### config.mk
export PLATFORM = sky130hd
export DESIGN_NAME = range_gate_pulser
export DESIGN_NICKNAME = d
export VERILOG_FILES = /design/src/rtl/range_gate_pulser_pkg.sv /design/src/rtl/range_gate_pulser_edge.sv /design/src/rtl/range_gate_pulser.sv
export SDC_FILE = /design/constraint.sdc
export NUM_CORES = 1
export LEC_CHECK = 0
export CORE_MARGIN = 3
export CORE_UTILIZATION = 55
export DETAILED_ROUTE_END_ITERATION = 10
export HOLD_SLACK_MARGIN = 0.03
export PLACE_DENSITY = 0.83
export SETUP_SLACK_MARGIN = 0.3
export SYNTH_ARGS = -nofsm -noshare
export SYNTH_HDL_FRONTEND = slang
export SYNTH_SLANG_ARGS = --single-unit
### constraint.sdc
create_clock -name IN_CLK -period 6.35 [get_ports IN_CLK]
set_input_delay 0.9525 -clock IN_CLK [delete_from_list [all_inputs] [get_ports IN_CLK]]
set_output_delay 0.9525 -clock IN_CLK [all_outputs]
set_load 0.005 [all_outputs]
### src/rtl/range_gate_pulser_pkg.sv
// Shared definitions for the range-gate timing blocks: state encoding,
// default field widths and small elaboration-time helpers.
package range_gate_pulser_pkg;

  localparam int DELAY_W_DEF = 16;
  localparam int WIDTH_W_DEF = 8;

  typedef enum logic [1:0] {
    ST_IDLE   = 2'd0,
    ST_ARMED  = 2'd1,
    ST_DELAY  = 2'd2,
    ST_ACTIVE = 2'd3
  } gate_state_e;

  // Number of bits needed to hold values 0..value-1.
  function automatic int clogb2(input int value);
    int result;
    int v;
    result = 0;
    v = value - 1;
    while (v > 0) begin
      result = result + 1;
      v = v >> 1;
    end
    return result;
  endfunction

  function automatic int max_of(input int a, input int b);
    if (a > b) begin
      return a;
    end else begin
      return b;
    end
  endfunction

endpackage

### src/rtl/range_gate_pulser_edge.sv
// Rising-edge detector for a level sampled in the IN_CLK domain. The history
// flop resets to RESET_VAL so a level held through reset yields no edge.
module rise_edge_det
  import range_gate_pulser_pkg::*;
#(
  parameter logic RESET_VAL = 1'b1
) (
  input  logic IN_CLK,
  input  logic RST,
  input  logic D,
  output logic EDGE
);

  logic d_q;

  // History of the sampled level.
  always_ff @(posedge IN_CLK) begin
    if (RST) begin
      d_q <= RESET_VAL;
    end else begin
      d_q <= D;
    end
  end

  assign EDGE = D & ~d_q;

endmodule

### src/rtl/range_gate_pulser.sv
// One video pulse per radar trigger: waits a programmed number of range ticks,
// then holds PULSE for a programmed number of ticks.
module range_gate_pulser
  import range_gate_pulser_pkg::*;
#(
  parameter int DELAY_W = DELAY_W_DEF,
  parameter int WIDTH_W = WIDTH_W_DEF
) (
  input  logic               IN_CLK,
  input  logic               RST,
  input  logic               DIV_CLK,
  input  logic               TRIG,
  input  logic [DELAY_W-1:0] CFG_DELAY,
  input  logic [WIDTH_W-1:0] CFG_WIDTH,
  input  logic               CFG_VALID,
  output logic               CFG_READY,
  output logic               PULSE,
  output logic               DONE,
  output logic               MISSED
);

  localparam int CNT_W = max_of(DELAY_W, WIDTH_W);
  localparam logic [CNT_W-1:0]   CNT_ZERO = '0;
  localparam logic [CNT_W-1:0]   CNT_ONE  = CNT_W'(1'b1);
  localparam logic [WIDTH_W-1:0] WID_ZERO = '0;

  gate_state_e        state_q, state_d;
  logic [CNT_W-1:0]   cnt_q, cnt_d;
  logic [WIDTH_W-1:0] width_q, width_d;
  logic               pulse_q, pulse_d;
  logic               ready_q, ready_d;
  logic               done_q, done_d;
  logic               missed_q, missed_d;

  logic               tick_s;
  logic               trig_edge_s;
  logic               sweep_end_s;
  logic [CNT_W-1:0]   width_ext_s;

  rise_edge_det #(.RESET_VAL(1'b1)) u_tick_det (
    .IN_CLK (IN_CLK),
    .RST    (RST),
    .D      (DIV_CLK),
    .EDGE   (tick_s)
  );

  rise_edge_det #(.RESET_VAL(1'b1)) u_trig_det (
    .IN_CLK (IN_CLK),
    .RST    (RST),
    .D      (TRIG),
    .EDGE   (trig_edge_s)
  );

  assign width_ext_s = CNT_W'(width_q);

  // State, counter, latched width and registered outputs.
  always_ff @(posedge IN_CLK) begin
    if (RST) begin
      state_q  <= ST_IDLE;
      cnt_q    <= CNT_ZERO;
      width_q  <= WID_ZERO;
      pulse_q  <= 1'b0;
      ready_q  <= 1'b1;
      done_q   <= 1'b0;
      missed_q <= 1'b0;
    end else begin
      state_q  <= state_d;
      cnt_q    <= cnt_d;
      width_q  <= width_d;
      pulse_q  <= pulse_d;
      ready_q  <= ready_d;
      done_q   <= done_d;
      missed_q <= missed_d;
    end
  end

  // Next-state and counter update; transitions fire when the counter is 1,
  // so the unsigned counter never underflows.
  always_comb begin
    state_d     = state_q;
    cnt_d       = cnt_q;
    width_d     = width_q;
    sweep_end_s = 1'b0;
    case (state_q)
      ST_IDLE: begin
        if (CFG_VALID && ready_q) begin
          width_d = CFG_WIDTH;
          cnt_d   = CNT_W'(CFG_DELAY);
          state_d = ST_ARMED;
        end else begin
          state_d = ST_IDLE;
        end
      end
      ST_ARMED: begin
        // A tick coinciding with the trigger edge is deliberately ignored.
        if (trig_edge_s) begin
          if ((cnt_q == CNT_ZERO) && (width_q == WID_ZERO)) begin
            state_d     = ST_IDLE;
            sweep_end_s = 1'b1;
          end else if (cnt_q == CNT_ZERO) begin
            state_d = ST_ACTIVE;
            cnt_d   = width_ext_s;
          end else begin
            state_d = ST_DELAY;
          end
        end else begin
          state_d = ST_ARMED;
        end
      end
      ST_DELAY: begin
        if (tick_s) begin
          cnt_d = cnt_q - CNT_ONE;
          if ((cnt_q == CNT_ONE) && (width_q == WID_ZERO)) begin
            state_d     = ST_IDLE;
            sweep_end_s = 1'b1;
          end else if (cnt_q == CNT_ONE) begin
            state_d = ST_ACTIVE;
            cnt_d   = width_ext_s;
          end else begin
            state_d = ST_DELAY;
          end
        end else begin
          state_d = ST_DELAY;
        end
      end
      ST_ACTIVE: begin
        if (tick_s) begin
          cnt_d = cnt_q - CNT_ONE;
          if (cnt_q == CNT_ONE) begin
            state_d     = ST_IDLE;
            sweep_end_s = 1'b1;
          end else begin
            state_d = ST_ACTIVE;
          end
        end else begin
          state_d = ST_ACTIVE;
        end
      end
      default: begin
        state_d = ST_IDLE;
        cnt_d   = CNT_ZERO;
      end
    endcase
  end

  // Output decode from the next state so every output leaves a flop.
  always_comb begin
    pulse_d  = (state_d == ST_ACTIVE);
    ready_d  = (state_d == ST_IDLE);
    done_d   = sweep_end_s;
    missed_d = 1'b0;
    case (state_q)
      ST_IDLE, ST_DELAY, ST_ACTIVE: missed_d = trig_edge_s;
      default:                      missed_d = 1'b0;
    endcase
  end

  assign CFG_READY = ready_q;
  assign PULSE     = pulse_q;
  assign DONE      = done_q;
  assign MISSED    = missed_q;

endmodule
# --- Word level (Yosys, flattened, before mapping) ---
# Cells that the tools add are included.
word_totals:
  inputBits: 29
  regBits: 32
  word_cells: 63
classes:
  muxes: 26
  n_addsub: 1
  n_bitwise: 5
  eq_ne: 11
  reduce_logical: 11
op_table:
  columns: ["cell", "n"]
  rows:
  - ["$mux W16", 8]
  - ["$pmux W16 S4", 1]
  - ["$eq A16 B1 Y1 const B", 1]
  - ["$logic_not A16 Y1", 1]
  - ["$sub A16 B1 Y16 const B", 1]
  - ["$mux W2", 6]
  - ["$ne A2 B2 Y1 const B", 6]
  - ["$mux W1", 9]
  - ["$logic_not A8 Y1", 1]
  - ["$pmux W2 S4", 1]
  - ["$eq A2 B2 Y1 const B", 3]
  - ["$reduce_and A6 Y1", 1]
  - ["$logic_not A2 Y1", 2]
  - ["$logic_and A1 B1 Y1", 3]
  - ["$not A1 Y1", 3]
  - ["$pmux W1 S3", 1]
  - ["$reduce_or A3 Y1", 1]
  - ["$and A1 B1 Y1", 2]
  - ["$eq A2 B1 Y1 const B", 1]
  - ["$reduce_and A2 Y1", 1]
  - ["$reduce_or A2 Y1", 1]

# --- Logic depth before layout (Yosys ltp) ---
logic_depth:
  word_depth: 6
  mapped_depth: 9

# --- Modules after synthesis ---
# From an unflattened synthesis, not the netlist that was laid out.
unflattened:
  cells_unflattened: 246
  hier_area_um2: 1918.1
modules_own_cells:
  columns: ["mod", "n_inst", "seq_area_each_um2", "cells_per_inst", "area_each_um2"]
  rows:
  - ["range_gate_pulser", 1, 600.6, 240, 1853.0]
  - ["rise_edge_det", 2, 20.0, 3, 32.5]

# --- Worst setup path after synthesis ---
# Ideal clock, no wire load.
synth_timing:
  kind: "register to register"
  startpoint: "reg cnt_q[0]"
  endpoint: "reg cnt_q[2]"
  t_arrival_ns: 2.270
  required_time_ns: 6.216
  synth_period_minus_slack_ns: 2.404
  stages_incl_launch_ff: 10
  path_slack_ns: 3.946
  setup_ns: 0.134
  cell_sequence: "dfxtp_1 > inv_1 > ha_1 > or4b_2 > or4_4 > o21a_1 > buf_6 > buf_6 > o21ai_0 > o22ai_1"
synth_via:
  elab_chain_len: 5
  elab_cells_between_ends: 13
  cone_classes: "add/sub (1); eq/ne (3); mux (5); reduce/logical (4)"
synth_lines:
  columns: ["element", "line_no", "source"]
  rows:
  - ["start: declaration", "range_gate_pulser.sv:28", "logic [CNT_W-1:0] cnt_q, cnt_d;"]
  - ["start signal: assignment", "range_gate_pulser.sv:68", "cnt_q <= cnt_d;"]
  - ["$sub A16 B1 Y16 / $eq A16 B1 Y1 (equally long branches)", null, null]
  - ["$mux W16 / $logic_and A1 B1 Y1 (equally long branches)", "range_gate_pulser.sv:116, range_gate_pulser.sv:113", null]
  - ["$mux W16", "range_gate_pulser.sv:113", "if ((cnt_q == CNT_ONE) && (width_q == WID_ZERO)) begin"]
  - ["$mux W16", "range_gate_pulser.sv:111", "if (tick_s) begin"]
  - ["$pmux W16 S4", "range_gate_pulser.sv:84", "case (state_q)"]
# Parallel ways exist; a longest one is shown, timed or not. The select of a mux whose other input is x is not followed.
# A chain may end at the register's enable or synchronous reset.

# --- Final worst setup path ---
layout_timing:
  startpoint: "reg cnt_q[1]"
  endpoint: "reg cnt_q[6]"
# Same word-level chain as after synthesis.

==> results.sh <==
export IMPL_initial_utilization=0.594
export IMPL_startpoint="cnt_q[1]"
export IMPL_viasPerCell=6.21
export IMPL_drt_initial_drc_count=198
export IMPL_grt_use_total=0.257
export IMPL_final_cell_mix="dfxtp_1 (32), clkdlybuf4s50_1 (32), nand2_1 (29)"
export IMPL_cp_max_fo=13
export IMPL_power_leakage_uw=0.000792
export IMPL_yosys_area_share_simple=0.263
export IMPL_cts_tree="yes"
export IMPL_area_growth_pct=21.5
export IMPL_max_freq_mhz=338
export IMPL_cp_num_cells=8
export IMPL_swShare=0.356
export IMPL_syn_inst=233
export IMPL_whs_path_depth=2
export IMPL_clock_root_buffer="clkbuf_4"
export IMPL_drc=0
export IMPL_relSlewSlack=0.374
export IMPL_power_frac_seq=0.399
export IMPL_grt_max_degree=29
export IMPL_worstSetupEndpointType="register"
export IMPL_final_nets=292
export IMPL_synth_compound_area_frac=0.302
export IMPL_core_sq_um=3150
export IMPL_grt_pass1_wl_mm=8.27
export IMPL_status="complete, no violations"
export IMPL_synthXorXnorAreaFrac=0.00468
export IMPL_cts_max_level=2
export IMPL_vdd_drop_max_mv=0.164
export IMPL_synthDominantCellAreaShare=0.342
export IMPL_timing_rr_start="cnt_q[1]"
export IMPL_dpl_instance_area_sq_um=2200
export IMPL_post_cts_setup_buffers=0
export IMPL_worst_slew_pin_slew_ns=0.939
export IMPL_hold_buffers=0
export IMPL_critPathKind="register to register"
export IMPL_dr_pass1_iters=5
export IMPL_p_switching_uw=214
export IMPL_fin_crit_sh=0.466
export IMPL_cts_sinks=32
export IMPL_cp_arrival_ns=3.23
export IMPL_power_density_nw_per_um2=265
export IMPL_num_antenna_cells=0
export IMPL_worstHoldPathType="register to register"
export IMPL_drv_slew=0
export IMPL_clkTransAtPathRegs_ns=0.11
export IMPL_synthArstFlopShare=0
export IMPL_internal_power_uw=388
export IMPL_fin_hold_ws_ns=0.489
export IMPL_vias=1901
export IMPL_wire_per_inst_um=16.0
export IMPL_endpoint="cnt_q[6]"
export IMPL_critPathBufInv=2
export IMPL_clk_latency_ns=0.35
export IMPL_finalSetupTns_ns=0
export IMPL_layout_drive_gt1_share=0.0992
export IMPL_synth_edff_count=0
export IMPL_power_frac_clock=0.262
export IMPL_r2r_cells=8
export IMPL_syn_cell_area_sq_um=1870
export IMPL_ys_warn_count=0
export IMPL_grt_pass1_vias=1736
export IMPL_synth_fa_ha_area_frac=0.0134
export IMPL_critPathMaxStageDelay_ns=0.58
export IMPL_grt_overflow=0
export IMPL_cts_resized=0
export IMPL_avgSynthCellArea_sq_um=8.04
export IMPL_synth_top_family_by_area="compound AO/OA/AOI/OAI gates"
export IMPL_dpl_hpwl_mm=3.40
export IMPL_yosysUniqueCellTypes=54
export IMPL_rsz0062_at_grt="no"
export IMPL_final_util=0.722
export IMPL_finalInstanceArea_sq_um=2280
export IMPL_drv_cap=0
export IMPL_fill_cells=286
export IMPL_yosys_mux_area_fraction=0.00534
export IMPL_required_ns=6.62
export IMPL_clockBufferDepth=2
export IMPL_r2r_setup_slack_ns=3.39
export IMPL_cp_cell_sequence="inv_1 -> ha_1 -> nor4b_1 -> nor4b_2 -> a21oi_1 -> buf_4 -> a21o_1 -> o31ai_1"
export IMPL_rr_endpoint="cnt_q[6]"
export IMPL_synth_seq_cells=32
export IMPL_yosysSeqAreaShare=0.342
export IMPL_synth_area_leaders="dfxtp_1 (34%), a21oi_1 (7.2%), nand2_1 (5.8%)"
export IMPL_startpoint_type="register"
export IMPL_synth_top_cell_by_area="dfxtp_1"
export IMPL_io_buffers=32
export IMPL_synth_nets=264
export IMPL_cp_top_family="simple AND/OR/NAND/NOR gates"
export IMPL_cts_made_buffers=5
export IMPL_comb_power_share=0.339
export IMPL_die_h_um=64.4
export IMPL_ys_flop_type="dfxtp_1"
export IMPL_fp_dieArea_sq_um=4140
export IMPL_row_count=20
export IMPL_globalplace_congestion=0.906
export IMPL_ant_nets=0
export IMPL_drt_wl_total_mm=4.89
export IMPL_setup_viol=0
export IMPL_hold_viol=0
export IMPL_finClkSkew_ns=0.0121
export IMPL_period_needed_ns=2.96
export IMPL_die_w_um=64.4
export IMPL_critPathSlowestCell="nor4b_1"
export IMPL_antenna_found_initial=0
export IMPL_io_pins=33
==> worst min-delay path: cells and delay by family, from the launching register on <==
kind            cells  cell delay (ns)
simple gates        1             0.06
flops               1             0.34
compound gates      1             0.05
==> kinds of logic after synthesis <==
group / count (synthesis)
XOR/XNOR: 1
buffers and inverters: 29
adder cells (fa/ha/maj): 2
multiplexers: 1
AO/OA/AOI/OAI: 79
flip-flops: 32
AND/OR/NAND/NOR: 89
==> layer usage <==
layer	up-vias	GRT usage	routed length, um
li1	934	-	-
met1	881	0.342	2170
met2	71	0.393	2280
met3	15	0.0615	294
met4	0	0.111	145
met5	-	0	0
==> state kept, by name, indices dropped and copies added (netlist names) <==
| name | flops |
|---|---|
| CFG_READY | 1 |
| MISSED | 1 |
| PULSE | 1 |
| state_q | 2 |
| cnt_q | 16 |
| u_tick_det.d_q | 1 |
| DONE | 1 |
| u_trig_det.d_q | 1 |
| width_q | 8 |
==> power by group through the flow <==
stage               logic, uW  clock network, uW  registers, uW
CTS                       201                158            240
global placement          197                  0            244
floorplan                 159                  0            235
finish                    204                158            241
detailed placement        199                  0            244
global route              226                166            244
==> cell usage after synthesis, types with 2 or more instances <==
master     count
ha_1           2
dfxtp_1       32
nor2_1         9
or4_4          2
a32oi_1        5
a21oi_1       27
nand4_1        2
nor4_1         4
o31ai_1        2
or4_1          4
nor4bb_1       2
buf_6          3
o32ai_1        8
a22oi_1        4
nand2b_1       2
a31oi_1        3
or3_1          3
o21ai_1        3
nand3_1        4
inv_1         14
a211oi_1       2
a2111oi_2      2
nand2_1       29
o22ai_1        2
a221oi_2       2
and2_1         7
o21ai_0        5
nor3_1         8
nor2b_1        3
clkbuf_1      11
a221oi_1       2
or2_2          3
==> worst min-delay path by stage <==
| stage | from | endpoint | slack (ns) |
|---|---|---|---|
| 6_report | width_q[7] | width_q[7] | 0.49 |
| 2_1_floorplan | width_q[2] | width_q[2] | 0.45 |
| 4_1_cts | width_q[1] | width_q[1] | 0.49 |
| 3_3_place_gp | width_q[7] | width_q[7] | 0.47 |
| 5_1_grt | width_q[1] | width_q[1] | 0.50 |
| 3_5_place_dp | width_q[1] | width_q[1] | 0.47 |
==> layout make-up <==
| type | instances | area (sq um) | share of cell area |
|---|---|---|---|
| clock inverter | 2 | 35.0 | 0.0154 |
| inverter | 14 | 52.6 | 0.0231 |
| multi-input combinational | 172 | 1100 | 0.484 |
| sequential | 32 | 641 | 0.281 |
| tap | 44 | 55.1 | 0.0242 |
| clock buffer | 6 | 41.3 | 0.0181 |
| timing repair buffer | 36 | 350 | 0.154 |
==> metrics by stage <==
step | total power, uW | std cells | setup slack [ns]
final | 602 | 306 | 3.39
after global routing | 637 | 306 | 3.16
after floorplan | 394 | 233 | 3.95
after CTS | 599 | 306 | 3.47
after global placement | 441 | 298 | 3.18
after detailed placement | 444 | 298 | 3.13
No activity file was read; power rests on OpenSTA's default activity.
